==> src/rtl/scan_pkg.sv <==
// Shared types and sizes for the channel scanner.
// ST_GAP only exists when SCAN_GAP_EN is defined.
package scan_pkg;

    localparam int NUM_CH = 8;
    localparam int CH_W   = 3;

    typedef enum logic [1:0] {
        ST_IDLE  = 2'd0,
        ST_DWELL = 2'd1
`ifdef SCAN_GAP_EN
        ,
        ST_GAP   = 2'd2
`endif
    } state_t;

endpackage

==> src/rtl/scan_next_ch.sv <==
// Wrap-around search for the first set mask bit above cur_ch; cur_ch itself is tried last.
// Purely combinational; wrap flags a result at or below cur_ch, none flags an empty mask.
module scan_next_ch
    import scan_pkg::*;
(
    input  logic [NUM_CH-1:0] mask,
    input  logic [CH_W-1:0]   cur_ch,
    output logic [CH_W-1:0]   next_ch,
    output logic              wrap,
    output logic              none
);

    logic            found;
    logic [CH_W-1:0] idx;

    always_comb begin
        next_ch = cur_ch;
        found   = 1'b0;
        idx     = cur_ch;
        // Offset NUM_CH truncates to zero, so the current channel is the final candidate.
        for (int i = 1; i <= NUM_CH; i++) begin
            idx = cur_ch + CH_W'(i);
            if (!found && mask[idx]) begin
                next_ch = idx;
                found   = 1'b1;
            end
        end
        none = ~|mask;
        wrap = (next_ch <= cur_ch);
    end

endmodule

==> src/rtl/channel_scanner.sv <==
// Sweeps enabled channels onto a 3-to-8 decoder, holding each for dwell+1 cycles; all outputs registered.
// Define SCAN_GAP_EN for a one-cycle en=0 gap (next code already shown) between consecutive dwells.
module channel_scanner
    import scan_pkg::*;
#(
    parameter int DWELL_W = 4
) (
    input  logic               clk,
    input  logic               rst_n,
    input  logic               start,
    input  logic               stop,
    input  logic               mode,
    input  logic [NUM_CH-1:0]  mask,
    input  logic [DWELL_W-1:0] dwell,
    output logic               a,
    output logic               b,
    output logic               c,
    output logic               en,
    output logic               busy,
    output logic               sweep_done
);

    state_t             state_q, state_d;
    logic [CH_W-1:0]    ch_q, ch_d;
    logic [DWELL_W-1:0] cnt_q, cnt_d;
    logic               en_q, en_d;
    logic               busy_q, busy_d;
    logic               done_q, done_d;

    logic [CH_W-1:0]    search_ch;
    logic [CH_W-1:0]    nxt_ch;
    logic               nxt_wrap;
    logic               nxt_none;

    // Searching from the top channel while idle yields the lowest set bit for start.
    assign search_ch = (state_q == ST_IDLE) ? CH_W'(NUM_CH - 1) : ch_q;

    scan_next_ch u_next (
        .mask    (mask),
        .cur_ch  (search_ch),
        .next_ch (nxt_ch),
        .wrap    (nxt_wrap),
        .none    (nxt_none)
    );

    always_comb begin
        state_d = state_q;
        ch_d    = ch_q;
        cnt_d   = cnt_q;
        en_d    = en_q;
        busy_d  = busy_q;
        done_d  = 1'b0;

        if (stop) begin
            state_d = ST_IDLE;
            ch_d    = '0;
            en_d    = 1'b0;
            busy_d  = 1'b0;
        end else begin
            case (state_q)
                ST_IDLE: begin
                    if (start && !nxt_none) begin
                        state_d = ST_DWELL;
                        ch_d    = nxt_ch;
                        cnt_d   = dwell;
                        en_d    = 1'b1;
                        busy_d  = 1'b1;
                    end
                end
                ST_DWELL: begin
                    if (cnt_q != '0) begin
                        cnt_d = cnt_q - DWELL_W'(1);
                    end else if (nxt_none || (nxt_wrap && !mode)) begin
                        state_d = ST_IDLE;
                        ch_d    = '0;
                        en_d    = 1'b0;
                        busy_d  = 1'b0;
                        done_d  = !nxt_none;
                    end else begin
                        ch_d   = nxt_ch;
                        done_d = nxt_wrap;
`ifdef SCAN_GAP_EN
                        state_d = ST_GAP;
                        en_d    = 1'b0;
`else
                        cnt_d   = dwell;
`endif
                    end
                end
`ifdef SCAN_GAP_EN
                ST_GAP: begin
                    state_d = ST_DWELL;
                    cnt_d   = dwell;
                    en_d    = 1'b1;
                end
`endif
                default: begin
                    state_d = ST_IDLE;
                    ch_d    = '0;
                    en_d    = 1'b0;
                    busy_d  = 1'b0;
                end
            endcase
        end
    end

    always_ff @(posedge clk or negedge rst_n) begin
        if (!rst_n) begin
            state_q <= ST_IDLE;
            ch_q    <= '0;
            cnt_q   <= '0;
            en_q    <= 1'b0;
            busy_q  <= 1'b0;
            done_q  <= 1'b0;
        end else begin
            state_q <= state_d;
            ch_q    <= ch_d;
            cnt_q   <= cnt_d;
            en_q    <= en_d;
            busy_q  <= busy_d;
            done_q  <= done_d;
        end
    end

    assign {a, b, c}  = ch_q;
    assign en         = en_q;
    assign busy       = busy_q;
    assign sweep_done = done_q;

endmodule
==> config.mk <==
export PLATFORM = sky130hd
export DESIGN_NAME = channel_scanner
export DESIGN_NICKNAME = d
export VERILOG_FILES = /design/src/rtl/scan_pkg.sv /design/src/rtl/scan_next_ch.sv /design/src/rtl/channel_scanner.sv
export SDC_FILE = /design/constraint.sdc
export NUM_CORES = 1
export LEC_CHECK = 0
export ABC_AREA = 1
export CORE_MARGIN = 2
export CORE_UTILIZATION = 35
export CTS_BUF_LIST = sky130_fd_sc_hd__clkbuf_4 sky130_fd_sc_hd__clkbuf_8
export CTS_CLUSTER_SIZE = 25
export DETAILED_ROUTE_END_ITERATION = 10
export GPL_TIMING_DRIVEN = 0
export HOLD_SLACK_MARGIN = 0.15
export PLACE_DENSITY = 0.61
export SETUP_SLACK_MARGIN = 0.05
export SKIP_CTS_REPAIR_TIMING = 1
export SYNTH_ARGS = -nofsm -noshare
export SYNTH_HDL_FRONTEND = slang
export SYNTH_HIERARCHICAL = 1
export SYNTH_SLANG_ARGS = --single-unit
==> constraint.sdc <==
create_clock -name clk -period 9.7 [get_ports clk]
set_input_delay 1.94 -clock clk [delete_from_list [all_inputs] [get_ports clk]]
set_output_delay 1.94 -clock clk [all_outputs]
set_load 0.01 [all_outputs]
# After elaboration in Yosys (flattened, before gate mapping)
# Cells that the tools add are included.
dict set report classes {
  mux 55
  bitwise_logic 1
  addsub 8
  order_cmp 9
  n_reduce_logical 26
  n_eq_ne 6
}
# operator n
set op_table {}
lappend op_table {{two-way mux 3 bit} 13}
lappend op_table {{less-than comparator 3 x 4 -> 1 bit, second input constant} 8}
lappend op_table {{binary-select mux 1 bit (select 3 bit)} 8}
lappend op_table {{two-way mux 1 bit} 23}
lappend op_table {{adder 3 bit, second input constant} 4}
lappend op_table {{two-way mux 4 bit} 3}
lappend op_table {{logical AND 1 bit} 9}
lappend op_table {{logical NOT 1 bit} 9}
lappend op_table {{inequality test 3 bit, second input constant} 3}
lappend op_table {{two-way mux 2 bit} 4}
lappend op_table {{case mux 4 bit (2 select lines)} 1}
lappend op_table {{OR reduction 8 bit} 1}
lappend op_table {{adder 3 x 2 -> 3 bit, second input constant} 2}
lappend op_table {{case mux 3 bit (2 select lines)} 1}
lappend op_table {{case mux 2 bit (2 select lines)} 1}
lappend op_table {{AND reduction 4 bit} 1}
lappend op_table {{nonzero test 4 bit} 1}
lappend op_table {{subtractor 4 x 1 -> 4 bit, second input constant} 1}
lappend op_table {{adder 3 x 1 -> 3 bit, second input constant} 1}
lappend op_table {{less-or-equal comparator 3 bit} 1}
lappend op_table {{inequality test 3 x 2 -> 1 bit, second input constant} 1}
lappend op_table {{AND reduction 3 bit} 1}
lappend op_table {{equality test 2 x 1 -> 1 bit, second input constant} 1}
lappend op_table {{logical NOT 2 bit} 1}
lappend op_table {{other kinds (6)} 6}
dict set report word_totals {
  in_bits 17
  out_inout_bits 6
  ff_bits 11
}

# Longest topological paths before layout
# Gate-level depths: netlist (run 1).
dict set report depth {
  word_depth 34
  ltp_mapped 29
  ltp_nobuf 29
}

# Modules after synthesis
# Netlist (run 1), hierarchy kept.
# mod instances cells_per_inst area_each_um2
set modules_own_cells {}
lappend modules_own_cells {scan_next_ch 1 152 924.6}
lappend modules_own_cells {channel_scanner 1 80 558.0}

# Worst setup path before layout (run 1)
# No wires, ideal clock.
dict set report synth_path {
  kind {input-to-reg}
  startpoint {in mask[2]}
  endpoint {reg cnt_q[3]}
  path_slack_ps 5555
  path_stages 23
  arrival_time_ps 4080
  path_buffers 0
  setup_ps 65
  cell_sequence {nand2_1 > nand3_2 > nand3_2 > nand2_4 > inv_6 > nand2_4 > nor2_4 > nand3_2 > nor2_2 > nor2_1 > nand2_1 > nand3_1 > nand2_1 > inv_1 > ha_1 > nand2_1 > o21ai_0 > nand2_1 > a21oi_1 > nor2_2 > nor2_4 > nand3_1 > nand2_1}
}
dict set report synth_between {
  elab_chain_len 29
  elab_cells_between_ends 54
}
# item line_no
set synth_lines {}
lappend synth_lines {{start: declaration} channel_scanner.sv:13} ;# input logic [NUM_CH-1:0] mask,
lappend synth_lines {{binary-select mux 1 bit (select 3 bit)} scan_next_ch.sv:23} ;# if (!found && mask[idx]) begin
lappend synth_lines {{two-way mux 1 bit (not written as such)} scan_next_ch.sv:23}
lappend synth_lines {{two-way mux 1 bit} scan_next_ch.sv:23}
lappend synth_lines {{logical NOT 1 bit} scan_next_ch.sv:23}
lappend synth_lines {{logical AND 1 bit} scan_next_ch.sv:23}
lappend synth_lines {{two-way mux 1 bit} scan_next_ch.sv:23}
lappend synth_lines {{logical NOT 1 bit} scan_next_ch.sv:23}
lappend synth_lines {{logical AND 1 bit} scan_next_ch.sv:23}
lappend synth_lines {{[15 not listed]} n/a}
lappend synth_lines {{two-way mux 3 bit (*)} scan_next_ch.sv:23}
lappend synth_lines {{via nxt_ch[2]} channel_scanner.sv:31} ;# logic [CH_W-1:0] nxt_ch;
lappend synth_lines {{less-or-equal comparator 3 bit (*)} scan_next_ch.sv:29} ;# wrap = (next_ch <= cur_ch);
lappend synth_lines {{via nxt_wrap} channel_scanner.sv:32} ;# logic nxt_wrap;
lappend synth_lines {{logical AND 1 bit (*)} channel_scanner.sv:73} ;# end else if (nxt_none || (nxt_wrap && !mode)) begin
lappend synth_lines {{logical OR 1 bit (*)} channel_scanner.sv:73}
lappend synth_lines {{inequality test 3 bit (no line) (*)} n/a}
lappend synth_lines {{AND reduction 4 bit (no line) (*)} n/a}
lappend synth_lines {{end signal: assignment} channel_scanner.sv:118} ;# cnt_q <= cnt_d;
lappend synth_lines {{end: declaration} channel_scanner.sv:25} ;# logic [DWELL_W-1:0] cnt_q, cnt_d;
# The timed path passes the listed nets; every way through them passes the cells marked *. The select of a mux whose other input is x is not followed.
# A chain may end at the register's enable or synchronous reset.

# Final worst setup path (run 1)
dict set report layout_path {
  startpoint {in mask[0]}
  endpoint {reg cnt_q[2]}
}
# The elaborated chain is that of the path after synthesis.

==> results of run 1 <==
-- logic make-up (layout without fill, tap and decap cells) --
kind of cell               count (synthesis)  count (layout)  synth area share
AOI/OAI and AO/OA                         15              15            0.0565
adders and majority gates                  6               6            0.0506
xor gates and xnor gates                   2               2            0.0371
and+or+nand+nor                          165             165             0.592
buffers and inverters                     35              61             0.111
DFF                                        9               9             0.152
-- metal layers --
layer / track usage / vias up / part of all wire
met5: 0 / - / 0
met4: 0.0392 / 0 / 0.0066
met3: 0.0117 / 4 / 0.032
met2: 0.278 / 26 / 0.49
met1: 0.201 / 624 / 0.47
li1: - / 796 / -
-- synth_stat cells --
library cell               number
sky130_fd_sc_hd__a31oi_1        1
sky130_fd_sc_hd__xor2_4         1
sky130_fd_sc_hd__o21ai_0        4
sky130_fd_sc_hd__nor2_2         3
sky130_fd_sc_hd__o21ai_1        5
sky130_fd_sc_hd__xnor2_4        1
sky130_fd_sc_hd__a21oi_1        3
sky130_fd_sc_hd__or2_2          3
sky130_fd_sc_hd__nand4_1        4
sky130_fd_sc_hd__nor4_1         1
sky130_fd_sc_hd__dfrtp_1        9
sky130_fd_sc_hd__nor2_1        17
sky130_fd_sc_hd__nand3_2       15
sky130_fd_sc_hd__o21ai_2        1
sky130_fd_sc_hd__nand2_1       74
sky130_fd_sc_hd__buf_4          3
sky130_fd_sc_hd__nand4_2        1
sky130_fd_sc_hd__a21oi_2        1
sky130_fd_sc_hd__inv_4          1
sky130_fd_sc_hd__buf_6          2
sky130_fd_sc_hd__inv_2         10
sky130_fd_sc_hd__nand2_4        7
sky130_fd_sc_hd__nand3_1       26
sky130_fd_sc_hd__ha_1           6
sky130_fd_sc_hd__inv_6          1
sky130_fd_sc_hd__clkinv_1       1
sky130_fd_sc_hd__inv_1         17
sky130_fd_sc_hd__nand2_2       11
sky130_fd_sc_hd__nor2_4         2
sky130_fd_sc_hd__nor3_1         1
-- through the flow --
stage / setup WS (ns) / instances
3_3_place_gp: 4.77 / 304
4_1_cts: 4.98 / 308
5_1_grt: 4.61 / 308
2_1_floorplan: 5.56 / 232
6_report: 4.99 / 308
3_5_place_dp: 4.76 / 304
-- flip-flops by register name (all words and copies together), names as in the netlist --
| name | flops |
|---|---|
| ch_q | 3 |
| cnt_q | 4 |
| state_q | 1 |
| sweep_done | 1 |
-- cell type report --
cell class | instances | area (um2)
Buffer | 5 | 45.0
Fill cell | 441 | 2210
Inverter | 30 | 120
Sequential cell | 9 | 225
Tap cell | 50 | 62.6
Clock buffer | 4 | 48.8
Timing Repair Buffer | 22 | 220
Multi-Input combinational cell | 188 | 1090
-- power by group --
| part | total (uW) | switching [uW] | internal [uW] | leakage, uW |
|---|---|---|---|---|
| sequential | 59.5 | 10.2 | 49.3 | 0.000116 |
| combinational | 402 | 249 | 153 | 0.000796 |
| clock | 46.0 | 14.6 | 31.4 | 0.0000262 |
| total | 507 | 274 | 233 | 0.000938 |
-- final timing paths --
kind,to,depth (start not counted)
setup / recovery,cnt_q[2],24
hold / removal,ch_q[2],2
setup reg to reg,cnt_q[2],28
min in group asynchronous,ch_q[2],1
hold reg to reg,ch_q[2],2
max in group asynchronous,cnt_q[2],1
-- critical path: stages --
cell and delay (ns):
sky130_fd_sc_hd__clkdlybuf4s50_1 0.46, sky130_fd_sc_hd__nand2_1 0.12, sky130_fd_sc_hd__nand3_2 0.11, sky130_fd_sc_hd__nand3_2 0.12, sky130_fd_sc_hd__nand2_4 0.09, sky130_fd_sc_hd__inv_6 0.08, sky130_fd_sc_hd__nand2_4 0.05, sky130_fd_sc_hd__nor2_4 0.10
sky130_fd_sc_hd__nand3_2 0.09, sky130_fd_sc_hd__nor2_2 0.15, sky130_fd_sc_hd__nor2_1 0.06, sky130_fd_sc_hd__nand2_1 0.06, sky130_fd_sc_hd__nand3_1 0.06, sky130_fd_sc_hd__nand2_1 0.06, sky130_fd_sc_hd__inv_1 0.05, sky130_fd_sc_hd__ha_1 0.30
sky130_fd_sc_hd__nand2_1 0.05, sky130_fd_sc_hd__o21ai_0 0.14, sky130_fd_sc_hd__nand2_1 0.11, sky130_fd_sc_hd__a21oi_1 0.27, sky130_fd_sc_hd__nor2_2 0.09, sky130_fd_sc_hd__nor2_4 0.16, sky130_fd_sc_hd__nand2_1 0.07, sky130_fd_sc_hd__o21ai_1 0.08
==> impl_table.tex, run 1 <==
\begin{tabular}{lr}
\hline
Metric & Value \\
\hline
\multicolumn{2}{l}{\textbf{Floorplanning}} \\
\quad Core region area & 4030 um2 \\
\quad Die width & 69.1 um \\
\quad Starting density of the core & 0.368 \\
\quad Number of I/O pins & 23 \\
\quad Die height & 69.1 um \\
\quad DIE AREA & 4770 um2 \\
\quad Number of rows in the core area & 23 \\
\multicolumn{2}{l}{\textbf{Detailed routing}} \\
\quad Post-detailed-route count of antenna-violating nets & 0 \\
\quad Detailed-route DRC error count & 0 \\
\quad Post-DR vias/cell & 4.71 \\
\quad Wire length after detailed routing & 3470 um \\
\quad TritonRoute pass-1 iters & 4 \\
\quad Via total after detailed routing & 1,450 \\
\quad Number of DRC markers in iteration 0 & 82 \\
\quad Average wire length per cell after detail routing & 11.3 um \\
\multicolumn{2}{l}{\textbf{Placed design}} \\
\quad Gpl congestion & 0.867 \\
\quad Instance area after placement & 1770 um2 \\
\quad Estimated wirelength of the detail-placed design & 2820 um \\
\quad Count of input and output buffers & 22 \\
\multicolumn{2}{l}{\textbf{GRT}} \\
\quad Number of antenna violations at the first check in global routing & 0 \\
\quad Wire length of the first global-routing pass & 6210 um \\
\quad Combined global-route utilization of all metal layers & 0.155 \\
\quad Global route overflow & 0 \\
\quad Pin count of the biggest net entering global routing & 11 \\
\quad Number of global-route vias before repair & 1,407 \\
\multicolumn{2}{l}{\textbf{Power}} \\
\quad Leak Pwr & 0.000938 uW \\
\quad Worst ir drop on vdd & 0.116 mV \\
\quad Total power draw & 507 uW \\
\quad Power density cells & 280 nW/um2 \\
\multicolumn{2}{l}{\textbf{Critical path}} \\
\quad Critical Setup Path Class & in -> reg \\
\quad CP Data Required Time & 9.85 ns \\
\quad Startpoint of the lowest-slack register-to-register path & state\_q[0] \\
\quad Startpoint types & input pin \\
\quad Maximum fanout encountered on the critical timing path & 6 \\
\quad Worst setup slack for register-to-register paths & 5.45 ns \\
\quad Worst Setup End Kind & register \\
\quad Worst path arrival time & 4.87 ns \\
\quad CP startpoint & mask[0] \\
\multicolumn{2}{l}{\textbf{Finish}} \\
\quad Final instance area & 1810 um2 \\
\quad Commonest cells after routing, fill and taps aside & sky130\_fd\_sc\_hd\_\_nand2\_1 (74), sky130\_fd\_sc\_hd\_\_nand3\_1 (26), sky130\_fd\_sc\_hd\_\_clkdlybuf4s50\_1 (22) \\
\quad Synth-to-layout area growth & 22.4\% \\
\quad Fin util & 0.450 \\
\quad Final antenna diode count & 0 \\
\quad Nets & 282 \\
\quad Commonest non-fill, non-tap cell in the layout & sky130\_fd\_sc\_hd\_\_nand2\_1 \\
\quad Ratio of cells with drive above 1 in the final layout & 0.260 \\
\multicolumn{2}{l}{\textbf{Synthesis}} \\
\quad Count of state elements after synthesis & 9 \\
\quad Post-synthesis sequential area ratio & 0.152 \\
\quad Library cells used by synthesis & 30 \\
\quad Synthesis warning total & 6 \\
\quad Cell type contributing the most total cell area after synthesis & sky130\_fd\_sc\_hd\_\_nand2\_1 \\
\quad Area contributors post-synth & sky130\_fd\_sc\_hd\_\_nand2\_1 (19\%), sky130\_fd\_sc\_hd\_\_dfrtp\_1 (15\%), sky130\_fd\_sc\_hd\_\_nand3\_2 (10\%) \\
\quad Syn\_area\_per\_cell & 6.39 um2 \\
\quad Syn\_nets & 255 \\
\quad Top cell type's share of synthesized area & 0.187 \\
\quad Cell count after synthesis & 232 \\
\quad Post-synthesis cell area & 1480 um2 \\
\multicolumn{2}{l}{\textbf{STA}} \\
\quad Share of the clock period used by the worst path after layout & 0.486 \\
\quad Unrepaired setup endpoints after global routing & false \\
\quad Tmin final & 4.71 ns \\
\quad Final setup fails & 0 \\
\quad Final setup skew & 0.00337 ns \\
\quad Hold violation total from the final report & 0 \\
\quad Transition time at the pin with the least slew margin & 0.410 ns \\
\quad Final total negative setup slack & 0 ns \\
\quad Remaining max-slew budget at the tightest pin & 0.726 \\
\quad Peak Freq & 0.212 GHz \\
\quad Post-Route Hold Slack & 0.502 ns \\
\quad Count of final max-slew check failures & 0 \\
\multicolumn{2}{l}{\textbf{CTS}} \\
\quad Clk Latency, worst-skew pair & 0.23 ns \\
\quad Maximum level of the CTS H-tree & 1 \\
\quad Clk slew on worst S/H paths & 0.05 ns \\
\quad Number of clock sinks seen by CTS & 9 \\
\quad CTS tree & built \\
\quad Deepest clock path buffer count & 2 \\
\quad Total clock buffers created by CTS & 3 \\
\quad Root Driver & sky130\_fd\_sc\_hd\_\_clkbuf\_8 \\
\multicolumn{2}{l}{\textbf{Job}} \\
\quad MaxCap Viol Count & 0 \\
\multicolumn{2}{l}{\textbf{Worst hold path}} \\
\quad Hold path start & ch\_q[2] \\
\quad Type of the tightest min-delay check & reg -> reg \\
\multicolumn{2}{l}{\textbf{Outcome}} \\
\quad Run status & complete, no violations \\
\hline
\end{tabular}
Note: power is estimated with default switching activity, not from simulation.
==> run 2: changes to the inputs <==
==> constraint.sdc (replaced) <==
create_clock -name clk -period 4.9 [get_ports clk]
set_input_delay 0.98 -clock clk [delete_from_list [all_inputs] [get_ports clk]]
set_output_delay 0.98 -clock clk [all_outputs]
set_load 0.01 [all_outputs]
==> results of run 2 <==
The final DEF is identical to that of run 1. Status: complete, no violations.
Main changes from that run: setup slack after placement 4.76 ns -> 0.639 ns; setup slack after layout 4.99 ns -> 0.645 ns; start point of the critical path mask[0] -> state_q[0]; register-to-register setup slack 5.45 ns -> 0.65 ns; total power 507 uW -> 1000 uW; worst IR drop on VDD 0.116 mV -> 0.229 mV
